### src/rtl/adc_pkg.sv
// Shared definitions for the ADC conversion sequencer: FSM state encoding,
// default parameter values and the internal counter width.
package adc_pkg;

    localparam int unsigned DEF_FIFO_DEPTH         = 4;
    localparam int unsigned DEF_TIMEOUT_CYCLES     = 1023;
    localparam int unsigned DEF_START_PULSE_CYCLES = 2;
    localparam int unsigned CNT_W                  = 16;

    typedef enum logic [2:0] {
        ST_IDLE,
        ST_START,
        ST_WAIT,
        ST_CAPTURE,
        ST_HOLDOFF
    } state_e;

endpackage

### src/rtl/adc_result_fifo.sv
// Show-ahead result FIFO with level tracking; a push into a full FIFO is
// accepted only when a pop frees a slot on the same edge.
module adc_result_fifo
    import adc_pkg::*;
#(
    parameter int unsigned DEPTH = DEF_FIFO_DEPTH,
    parameter int unsigned AW    = $clog2(DEPTH)
) (
    input  logic          clk,
    input  logic          rst,
    input  logic          push_i,
    input  logic [15:0]   push_data_i,
    input  logic          pop_i,
    output logic [15:0]   head_o,
    output logic          empty_o,
    output logic          full_o,
    output logic [AW:0]   level_o,
    output logic          overflow_o
);

    logic [15:0]   mem_q [DEPTH];
    logic [AW-1:0] wr_ptr_q, wr_ptr_d;
    logic [AW-1:0] rd_ptr_q, rd_ptr_d;
    logic [AW:0]   level_q, level_d;
    logic          do_push, do_pop;

    always_comb begin
        do_pop   = pop_i && (level_q != '0);
        do_push  = push_i && ((level_q != (AW+1)'(DEPTH)) || do_pop);
        wr_ptr_d = do_push ? wr_ptr_q + 1'b1 : wr_ptr_q;
        rd_ptr_d = do_pop  ? rd_ptr_q + 1'b1 : rd_ptr_q;
        level_d  = level_q;
        if (do_push && !do_pop) begin
            level_d = level_q + 1'b1;
        end else if (do_pop && !do_push) begin
            level_d = level_q - 1'b1;
        end
    end

    always_ff @(posedge clk) begin
        if (rst) begin
            wr_ptr_q <= '0;
            rd_ptr_q <= '0;
            level_q  <= '0;
        end else begin
            wr_ptr_q <= wr_ptr_d;
            rd_ptr_q <= rd_ptr_d;
            level_q  <= level_d;
        end
    end

    always_ff @(posedge clk) begin
        if (do_push) begin
            mem_q[wr_ptr_q] <= push_data_i;
        end
    end

    // Head reads as zero while empty so stale storage never leaks out.
    assign head_o     = empty_o ? '0 : mem_q[rd_ptr_q];
    assign empty_o    = (level_q == '0);
    assign full_o     = (level_q == (AW+1)'(DEPTH));
    assign level_o    = level_q;
    assign overflow_o = push_i && !do_push;

endmodule

### src/rtl/adc_conv_sequencer.sv
// ADC conversion sequencer: issues start strobes, waits for the done strobe
// with a timeout, captures results into a FIFO and paces continuous mode.
module adc_conv_sequencer
    import adc_pkg::*;
#(
    parameter int unsigned FIFO_DEPTH         = DEF_FIFO_DEPTH,
    parameter int unsigned TIMEOUT_CYCLES     = DEF_TIMEOUT_CYCLES,
    parameter int unsigned START_PULSE_CYCLES = DEF_START_PULSE_CYCLES
) (
    input  logic                          clk,
    input  logic                          rst,
    input  logic                          enable_in,
    input  logic                          trig_in,
    input  logic [15:0]                   period_in,
    input  logic [15:0]                   config_1_in,
    input  logic [15:0]                   config_2_in,
    input  logic                          clear_flags_in,
    output logic [15:0]                   adc_config_1_out,
    output logic [15:0]                   adc_config_2_out,
    output logic                          adc_start_conversion_out,
    input  logic                          adc_conversion_finished_in,
    input  logic [15:0]                   adc_result_in,
    input  logic                          rd_en_in,
    output logic [15:0]                   rd_data_out,
    output logic                          fifo_empty_out,
    output logic                          fifo_full_out,
    output logic [$clog2(FIFO_DEPTH):0]   fifo_level_out,
    output logic                          busy_out,
    output logic                          overflow_out,
    output logic                          timeout_out
);

    state_e           state_q, state_d;
    logic [CNT_W-1:0] cnt_q, cnt_d;
    logic [15:0]      cfg1_q, cfg1_d, cfg2_q, cfg2_d;
    logic [15:0]      result_q, result_d;
    logic             ovf_q, ovf_d, tmo_q, tmo_d;
    logic             push, tmo_set, leave_conv, holdoff_done, fifo_ovf;

    always_comb begin
        state_d      = state_q;
        cnt_d        = cnt_q + 1'b1;
        cfg1_d       = cfg1_q;
        cfg2_d       = cfg2_q;
        result_d     = result_q;
        push         = 1'b0;
        tmo_set      = 1'b0;
        leave_conv   = 1'b0;
        holdoff_done = 1'b0;
        case (state_q)
            ST_IDLE: begin
                cnt_d = '0;
                if (enable_in || trig_in) begin
                    state_d = ST_START;
                    cfg1_d  = config_1_in;
                    cfg2_d  = config_2_in;
                end
            end
            ST_START: begin
                if (cnt_q == CNT_W'(START_PULSE_CYCLES - 1)) begin
                    state_d = ST_WAIT;
                    cnt_d   = '0;
                end
            end
            ST_WAIT: begin
                if (adc_conversion_finished_in) begin
                    result_d = adc_result_in;
                    state_d  = ST_CAPTURE;
                end else if (cnt_q == CNT_W'(TIMEOUT_CYCLES - 1)) begin
                    tmo_set    = 1'b1;
                    leave_conv = 1'b1;
                end
            end
            ST_CAPTURE: begin
                push       = 1'b1;
                leave_conv = 1'b1;
            end
            ST_HOLDOFF: begin
                // Range compare tolerates period_in shrinking mid-holdoff.
                holdoff_done = ({1'b0, cnt_q} + 17'd1) >= {1'b0, period_in};
            end
            default: state_d = ST_IDLE;
        endcase

        // A zero period skips HOLDOFF entirely and decides START/IDLE at once.
        if (leave_conv && (period_in != '0)) begin
            state_d = ST_HOLDOFF;
            cnt_d   = '0;
        end else if (leave_conv || holdoff_done) begin
            cnt_d = '0;
            if (enable_in) begin
                state_d = ST_START;
                cfg1_d  = config_1_in;
                cfg2_d  = config_2_in;
            end else begin
                state_d = ST_IDLE;
            end
        end

        ovf_d = fifo_ovf | (ovf_q & ~clear_flags_in);
        tmo_d = tmo_set  | (tmo_q & ~clear_flags_in);
    end

    always_ff @(posedge clk) begin
        if (rst) begin
            state_q  <= ST_IDLE;
            cnt_q    <= '0;
            cfg1_q   <= '0;
            cfg2_q   <= '0;
            result_q <= '0;
            ovf_q    <= 1'b0;
            tmo_q    <= 1'b0;
        end else begin
            state_q  <= state_d;
            cnt_q    <= cnt_d;
            cfg1_q   <= cfg1_d;
            cfg2_q   <= cfg2_d;
            result_q <= result_d;
            ovf_q    <= ovf_d;
            tmo_q    <= tmo_d;
        end
    end

    adc_result_fifo #(
        .DEPTH (FIFO_DEPTH)
    ) u_fifo (
        .clk         (clk),
        .rst         (rst),
        .push_i      (push),
        .push_data_i (result_q),
        .pop_i       (rd_en_in),
        .head_o      (rd_data_out),
        .empty_o     (fifo_empty_out),
        .full_o      (fifo_full_out),
        .level_o     (fifo_level_out),
        .overflow_o  (fifo_ovf)
    );

    assign adc_config_1_out         = cfg1_q;
    assign adc_config_2_out         = cfg2_q;
    assign adc_start_conversion_out = (state_q == ST_START);
    assign busy_out                 = (state_q != ST_IDLE);
    assign overflow_out             = ovf_q;
    assign timeout_out              = tmo_q;

endmodule

### config.mk
export PLATFORM = sky130hd
export DESIGN_NAME = adc_conv_sequencer
export DESIGN_NICKNAME = d
export VERILOG_FILES = /design/src/rtl/adc_pkg.sv /design/src/rtl/adc_result_fifo.sv /design/src/rtl/adc_conv_sequencer.sv
export SDC_FILE = /design/constraint.sdc
export NUM_CORES = 1
export LEC_CHECK = 0
export CORE_ASPECT_RATIO = 0.75
export CORE_UTILIZATION = 45
export DETAILED_ROUTE_END_ITERATION = 7
export PLACE_DENSITY = 0.71
export REMOVE_ABC_BUFFERS = 1
export SYNTH_ARGS = -nofsm -noshare
export SYNTH_HDL_FRONTEND = slang
export SYNTH_HIERARCHICAL = 1
export SYNTH_SLANG_ARGS = --single-unit
### constraint.sdc
create_clock -name clk -period 6.66 [get_ports clk]
set_input_delay 0.666 -clock clk [delete_from_list [all_inputs] [get_ports clk]]
set_output_delay 0.666 -clock clk [all_outputs]
set_load 0.01 [all_outputs]
Word level (Yosys, flattened, before mapping)
Memories as Yosys holds them, arrays and structs flattened. A register that Yosys moved wholly into a read port is not among the register bits.
Cells that the tools add are included.
{ "word_totals": {"mem_bits_rw": 64, "mem_count": 1, "in_bits": 71, "latchBits": 0, "output_inout_bits": 57, "reg_bits": 76, "rom_bits": 0} }
{ "memory_table": {"columns": ["memory", "depth", "word_bits", "rd", "rd_ports_with_merged_regs", "write_ports", "line_no", "source"], "rows": [
  ["u_fifo.mem_q", 4, 16, 1, 1, 1, "adc_result_fifo.sv:21", "logic [15:0] mem_q [DEPTH];"]
]} }
{ "classes": {"n_addsub": 6, "n_lt_le_gt_ge": 1, "n_mul": 0, "div": 0, "eq_ne": 16, "shift": 0, "n_reduce_logical": 23, "mux": 32, "bitwise_logic": 5} }
{ "ops": {"columns": ["cell", "count"], "rows": [
  ["16-bit 2-to-1 mux", 12],
  ["16-bit one-hot mux with 2 select lines", 1],
  ["3-bit 2-to-1 mux", 7],
  ["16-bit by 1-bit adder with 17-bit output (second input constant)", 1],
  ["17-bit by 16-bit greater-or-equal comparator with 1-bit output", 1],
  ["16-bit by 1-bit adder with 16-bit output (second input constant)", 1],
  ["16-bit by 1-bit equality test with 1-bit output (second input constant)", 1],
  ["16-bit by 10-bit equality test with 1-bit output (second input constant)", 1],
  ["16-bit nonzero test", 1],
  ["3-bit one-hot mux with 4 select lines", 1],
  ["3-bit inequality test (second input constant)", 3],
  ["1-bit 2-to-1 mux", 8],
  ["4-bit inequality test (second input constant)", 2],
  ["4-bit AND reduction", 2],
  ["3-bit by 2-bit equality test with 1-bit output (second input constant)", 2],
  ["3-bit equality test (second input constant)", 2],
  ["1-bit logical AND", 6],
  ["3-bit logical NOT", 2],
  ["3-bit by 1-bit inequality test with 1-bit output (second input constant)", 2],
  ["3-bit nonzero test", 2],
  ["2-bit by 1-bit adder with 2-bit output (second input constant)", 2],
  ["2-bit 2-to-1 mux", 2],
  ["4-bit by 1-bit inequality test with 1-bit output (second input constant)", 1],
  ["2-bit OR reduction", 2],
  ["13 further kinds", 18]
]} }

Longest topological paths before layout
{ "logic_depth": {"depth_word": 8, "depth_mapped": 13, "ltp_nobuf": 12} }

Cells and area by module
The synthesis kept the hierarchy.
{ "modules_own_cells": {"columns": ["mod", "cells_each", "area_per_inst_um2", "instances", "seq_area_each_um2"], "rows": [
  ["adc_conv_sequencer", 405, 3593.4, 1, 1381.3],
  ["adc_result_fifo", 151, 2906.5, 1, 2102.0]
]} }

Worst setup path before layout
No wires, ideal clock.
{ "synth_timing": {"path_type": "reg2reg", "startpoint": "register cnt_q[0]", "endpoint": "register cfg1_q[0] (netlist: adc_config_1_out[0])", "period_less_slack_ns": 2.900, "path_buffers": 1, "path_stages_with_launch": 14, "setup_slack_ns": 3.760, "arrival_ns": 2.828, "path_cell_list": "dfxtp_1 > ha_1 > inv_1 > nor4_4 > nand3_1 > xnor2_1 > ha_1 > a21o_1 > a21oi_1 > o21a_1 > a21oi_1 > nor3_4 > buf_6 > mux2i_1"} }
{ "synth_between": {"elab_chain_len": 7} }
{ "synth_rtl": {"columns": ["element", "line_no", "source"], "rows": [
  ["from (decl)", "adc_conv_sequencer.sv:34", "logic [CNT_W-1:0] cnt_q, cnt_d;"],
  ["from (signal assigned)", "adc_conv_sequencer.sv:115", "cnt_q <= cnt_d;"],
  ["parallel branches: the longest is 6 deep, another holds 16-bit by 1-bit adder with 17-bit output", null, null],
  ["16-bit 2-to-1 mux (*)", "adc_conv_sequencer.sv:86", "if (leave_conv && (period_in != '0)) begin"],
  ["to (signal assigned)", "adc_conv_sequencer.sv:116", "cfg1_q <= cfg1_d;"],
  ["to (decl)", "adc_conv_sequencer.sv:35", "logic [15:0] cfg1_q, cfg1_d, cfg2_q, cfg2_d;"]
]} }
Every way passes the cells marked *.
A chain may end at the register's enable or synchronous reset.

Worst setup path in the final report
{ "layout_timing": {"startpoint": "register cnt_q[0]", "endpoint": "register cnt_q[12]"} }
{ "layout_between": {"elab_chain_len": 6} }
{ "layout_rtl": {"columns": ["element"], "rows": [
  ["parallel branches: the longest is 6 deep, another holds 16-bit by 1-bit adder with 17-bit output"]
]} }
Several ways; the timed one is not identified.

==> flow_metrics.env <==
export IMPL_syn_avg_cell_area_um2=11.7
export IMPL_reg2reg_depth=12
export IMPL_cts_sinks=142
export IMPL_worst_path_buf_inv=2
export IMPL_irDropWorstVdd_mv=0.180
export IMPL_clock_latency_ns=0.42
export IMPL_io_pins=128
export IMPL_cts_resized=0
export IMPL_synth_top_area_share=0.296
export IMPL_crit_type="reg2reg"
export IMPL_cts_max_level=4
export IMPL_async_flop_share=0
export IMPL_synth_main_ff_cell="dfxtp_1"
export IMPL_fin_tns_setup_ns=0
export IMPL_synthTopCellsByArea="edfxtp_1 30%, dfxtp_1 24%, nand2b_1 6.5%, mux4_2 5.5%, mux2i_1 5.2%"
export IMPL_cts_root_buf="clkbuf_16"
export IMPL_maxCapViolCount=0
export IMPL_cts_buffer_depth=2
export IMPL_power_density_nw_per_um2=298
export IMPL_power_switching_mw=0.732
export IMPL_cts_made_buffers=17
export IMPL_maxSlewViolCount=0
export IMPL_route_detailed_drc=0
export IMPL_grt_antenna_before_repair=0
export IMPL_synth_area_leader_cell="edfxtp_1"
export IMPL_period_needed_ns=3.55
export IMPL_synth_area_um2=6500
export IMPL_cts_hold_buffers_added=0
export IMPL_place_congestion=0.827
export IMPL_grt_pass1_wl_mm=22.0
export IMPL_clockPowerShare=0.349
export IMPL_p_int_mw=1.79
export IMPL_start_util=0.468
export IMPL_r2r_start="cnt_q[0]"
export IMPL_pwr_share_comb=0.246
export IMPL_cp_depth=12
export IMPL_critPathMaxStageDelay_ns=0.57
export IMPL_design_power_total_mw=2.52
export IMPL_synth_seq_cells=142
export IMPL_overflow=0
export IMPL_cp_end_kind="register"
export IMPL_ant_nets=0
export IMPL_area_growth_pct=29.9
export IMPL_grt_pass1_vias=4342
export IMPL_fin_skew_ns=0.00771
export IMPL_fmax_ghz=0.282
export IMPL_die_area_um2=14900
export IMPL_die_height_um=106
export IMPL_hp_start="adc_config_2_out[14]"
export IMPL_crit_chain="ha_1 > inv_1 > nor4_4 > nand3_1 > xnor2_1 > ha_1 > nand3_1 > nor3_1 > inv_1 > o211a_2 > o21ai_2 > nor2b_1"
export IMPL_vias_per_cell=5.11
export IMPL_critPathArrivalTime_ns=3.82
export IMPL_cp_required_ns=6.93
export IMPL_diodes=0
export IMPL_nets=778
export IMPL_drive_gt1_frac=0.106
export IMPL_regToRegSetupSlack_ns=3.11
export IMPL_cts_tree="built"
export IMPL_crit_slowest_cell="o21ai_2"
export IMPL_rsz0062_at_grt="false"
export IMPL_hold_viol_final=0
export IMPL_die_w_um=141
export IMPL_swShare=0.291
export IMPL_hold_depth=2
export IMPL_leakagePower_nw=3.29
export IMPL_grt_util_all_layers=0.195
export IMPL_setup_viol=0
export IMPL_relSlewSlack=0.450
export IMPL_min_path_type="reg2reg"
export IMPL_via_count=4445
export IMPL_synth_cell_type_count=56
export IMPL_crit_path_start_kind="register"
export IMPL_crit_path_max_fanout=16
export IMPL_hpwl_mm=9.47
export IMPL_rows=37
export IMPL_synth_most_common_cell="dfxtp_1"
export IMPL_drt_initial_drc_count=299
export IMPL_post_drt_wl_per_cell_um=15.9
export IMPL_synth_edff_count=64
export IMPL_post_cts_buffers=0
export IMPL_drt_total_wl_mm=13.8
export IMPL_critPathLaunch="cnt_q[0]"
export IMPL_worstMarginPinSlew_ns=0.824
export IMPL_path_clk_slew_ns=0.06
export IMPL_period_share=0.533
export IMPL_firstDrtPassIters=5
export IMPL_core_um2=13900
export IMPL_status="complete, no violations"
export IMPL_ys_seq_area_frac=0.536
export IMPL_synth_top_cells_by_count="78 x dfxtp_1, 68 x nand2b_1, 64 x edfxtp_1"
export IMPL_port_buffers=127
export IMPL_cp_top_family="simple AND/OR/NAND/NOR gates"
export IMPL_synthCells=556
export IMPL_p_seq_frac=0.405
export IMPL_grt_max_degree=98
export IMPL_yosysWarnings=6
[final timing paths]
check	to
max	cnt_q[12]
max reg2reg	cnt_q[12]
min	adc_config_2_out[14]
min reg2reg	adc_config_2_out[14]
[metrics by stage]
stage / worst slack [ns] / area (µm²) / hold WS (ns) / instances / utilization
2_1_floorplan: 3.01 / 6370 / 0.452 / 532 / -
3_3_place_gp: 3.29 / 7890 / 0.447 / 838 / 0.568
3_5_place_dp: 3.10 / 7890 / 0.466 / 838 / 0.568
4_1_cts: 3.07 / 8440 / 0.482 / 870 / 0.608
5_1_grt: 2.80 / 8440 / 0.498 / 870 / 0.608
6_report: 3.11 / 8440 / 0.477 / 870 / 0.608
[final cells by class]
cell class | instances | area, µm²
Multi-Input combinational cell | 361 | 2780
Timing Repair Buffer | 131 | 1300
Clock inverter | 15 | 129
Inverter | 29 | 109
Fill cell | 1103 | 5440
Tap cell | 175 | 219
Sequential cell | 142 | 3480
Clock buffer | 17 | 425
[kinds of logic after synthesis]
group | after synthesis | share of synthesized area
xor gates and xnor gates | 17 | 0.0229
DFF | 142 | 0.536
AOI/OAI and AO/OA | 54 | 0.0533
and+or+nand+nor | 214 | 0.192
buffers and inverters | 53 | 0.0360
muxes | 51 | 0.110
adders and majority gates | 25 | 0.0493
[flip-flops by register name, indices dropped and copies added (netlist names), 2 cells and up, named ones only]
signal / count
u_fifo/mem_q: 64
adc_config_1_out: 16
adc_config_2_out: 16
cnt_q: 16
result_q: 16
state_q: 3
u_fifo/level_o: 3
u_fifo/rd_ptr_q: 2
u_fifo/wr_ptr_q: 2
[routing by layer]
| layer | up-vias | track usage | part of all wire |
|---|---|---|---|
| met3 | 13 | 0.0707 | 0.081 |
| met2 | 146 | 0.308 | 0.46 |
| li1 | 2204 | - | - |
| met4 | 0 | 0.0613 | 0.013 |
| met1 | 2082 | 0.251 | 0.45 |
| met5 | - | 0 | 0 |
[power by group through the flow]
| stage | registers, mW | clock network (mW) | logic (mW) |
|---|---|---|---|
| floorplan | 1.06 | 0 | 0.292 |
| global placement | 1.03 | 0 | 0.616 |
| detailed placement | 1.04 | 0 | 0.624 |
| CTS | 1.02 | 0.897 | 0.629 |
| global route | 1.03 | 0.937 | 0.672 |
| finish | 1.02 | 0.879 | 0.620 |
[cell usage in the layout (no fill, tap or decap), types with 2 or more instances in the layout]
cell and instances:
clkinv_4 4, o21ai_0 7, clkdlybuf4s50_1 126, mux2i_1 34, nand3b_1 3, mux4_2 16
buf_4 4, a21o_1 2, edfxtp_1 64, nor3b_1 2, xor2_1 6, nand3_1 9
xnor2_1 11, o21ai_1 2, o31ai_1 2, clkinvlp_4 3, inv_6 5, nand4_1 6
inv_8 2, a211oi_1 2, a21oi_1 28, ha_1 24, nand2_1 43, dfxtp_1 78
and4_1 3, nand2b_1 68, nor3_1 7, clkbuf_16 17, o21a_1 2, nor2_1 18
and2_2 4, and2_1 2, inv_1 29, nor2b_1 30, nor4_1 6
[worst reg2reg max path, cell delays in order (launching register included)]
cell	delay, ns
dfxtp_1	0.48
ha_1	0.30
inv_1	0.09
nor4_4	0.40
nand3_1	0.14
xnor2_1	0.17
ha_1	0.30
nand3_1	0.11
nor3_1	0.29
inv_1	0.11
o211a_2	0.30
o21ai_2	0.57
nor2b_1	0.12
Note: power is estimated with default switching activity, not from simulation.
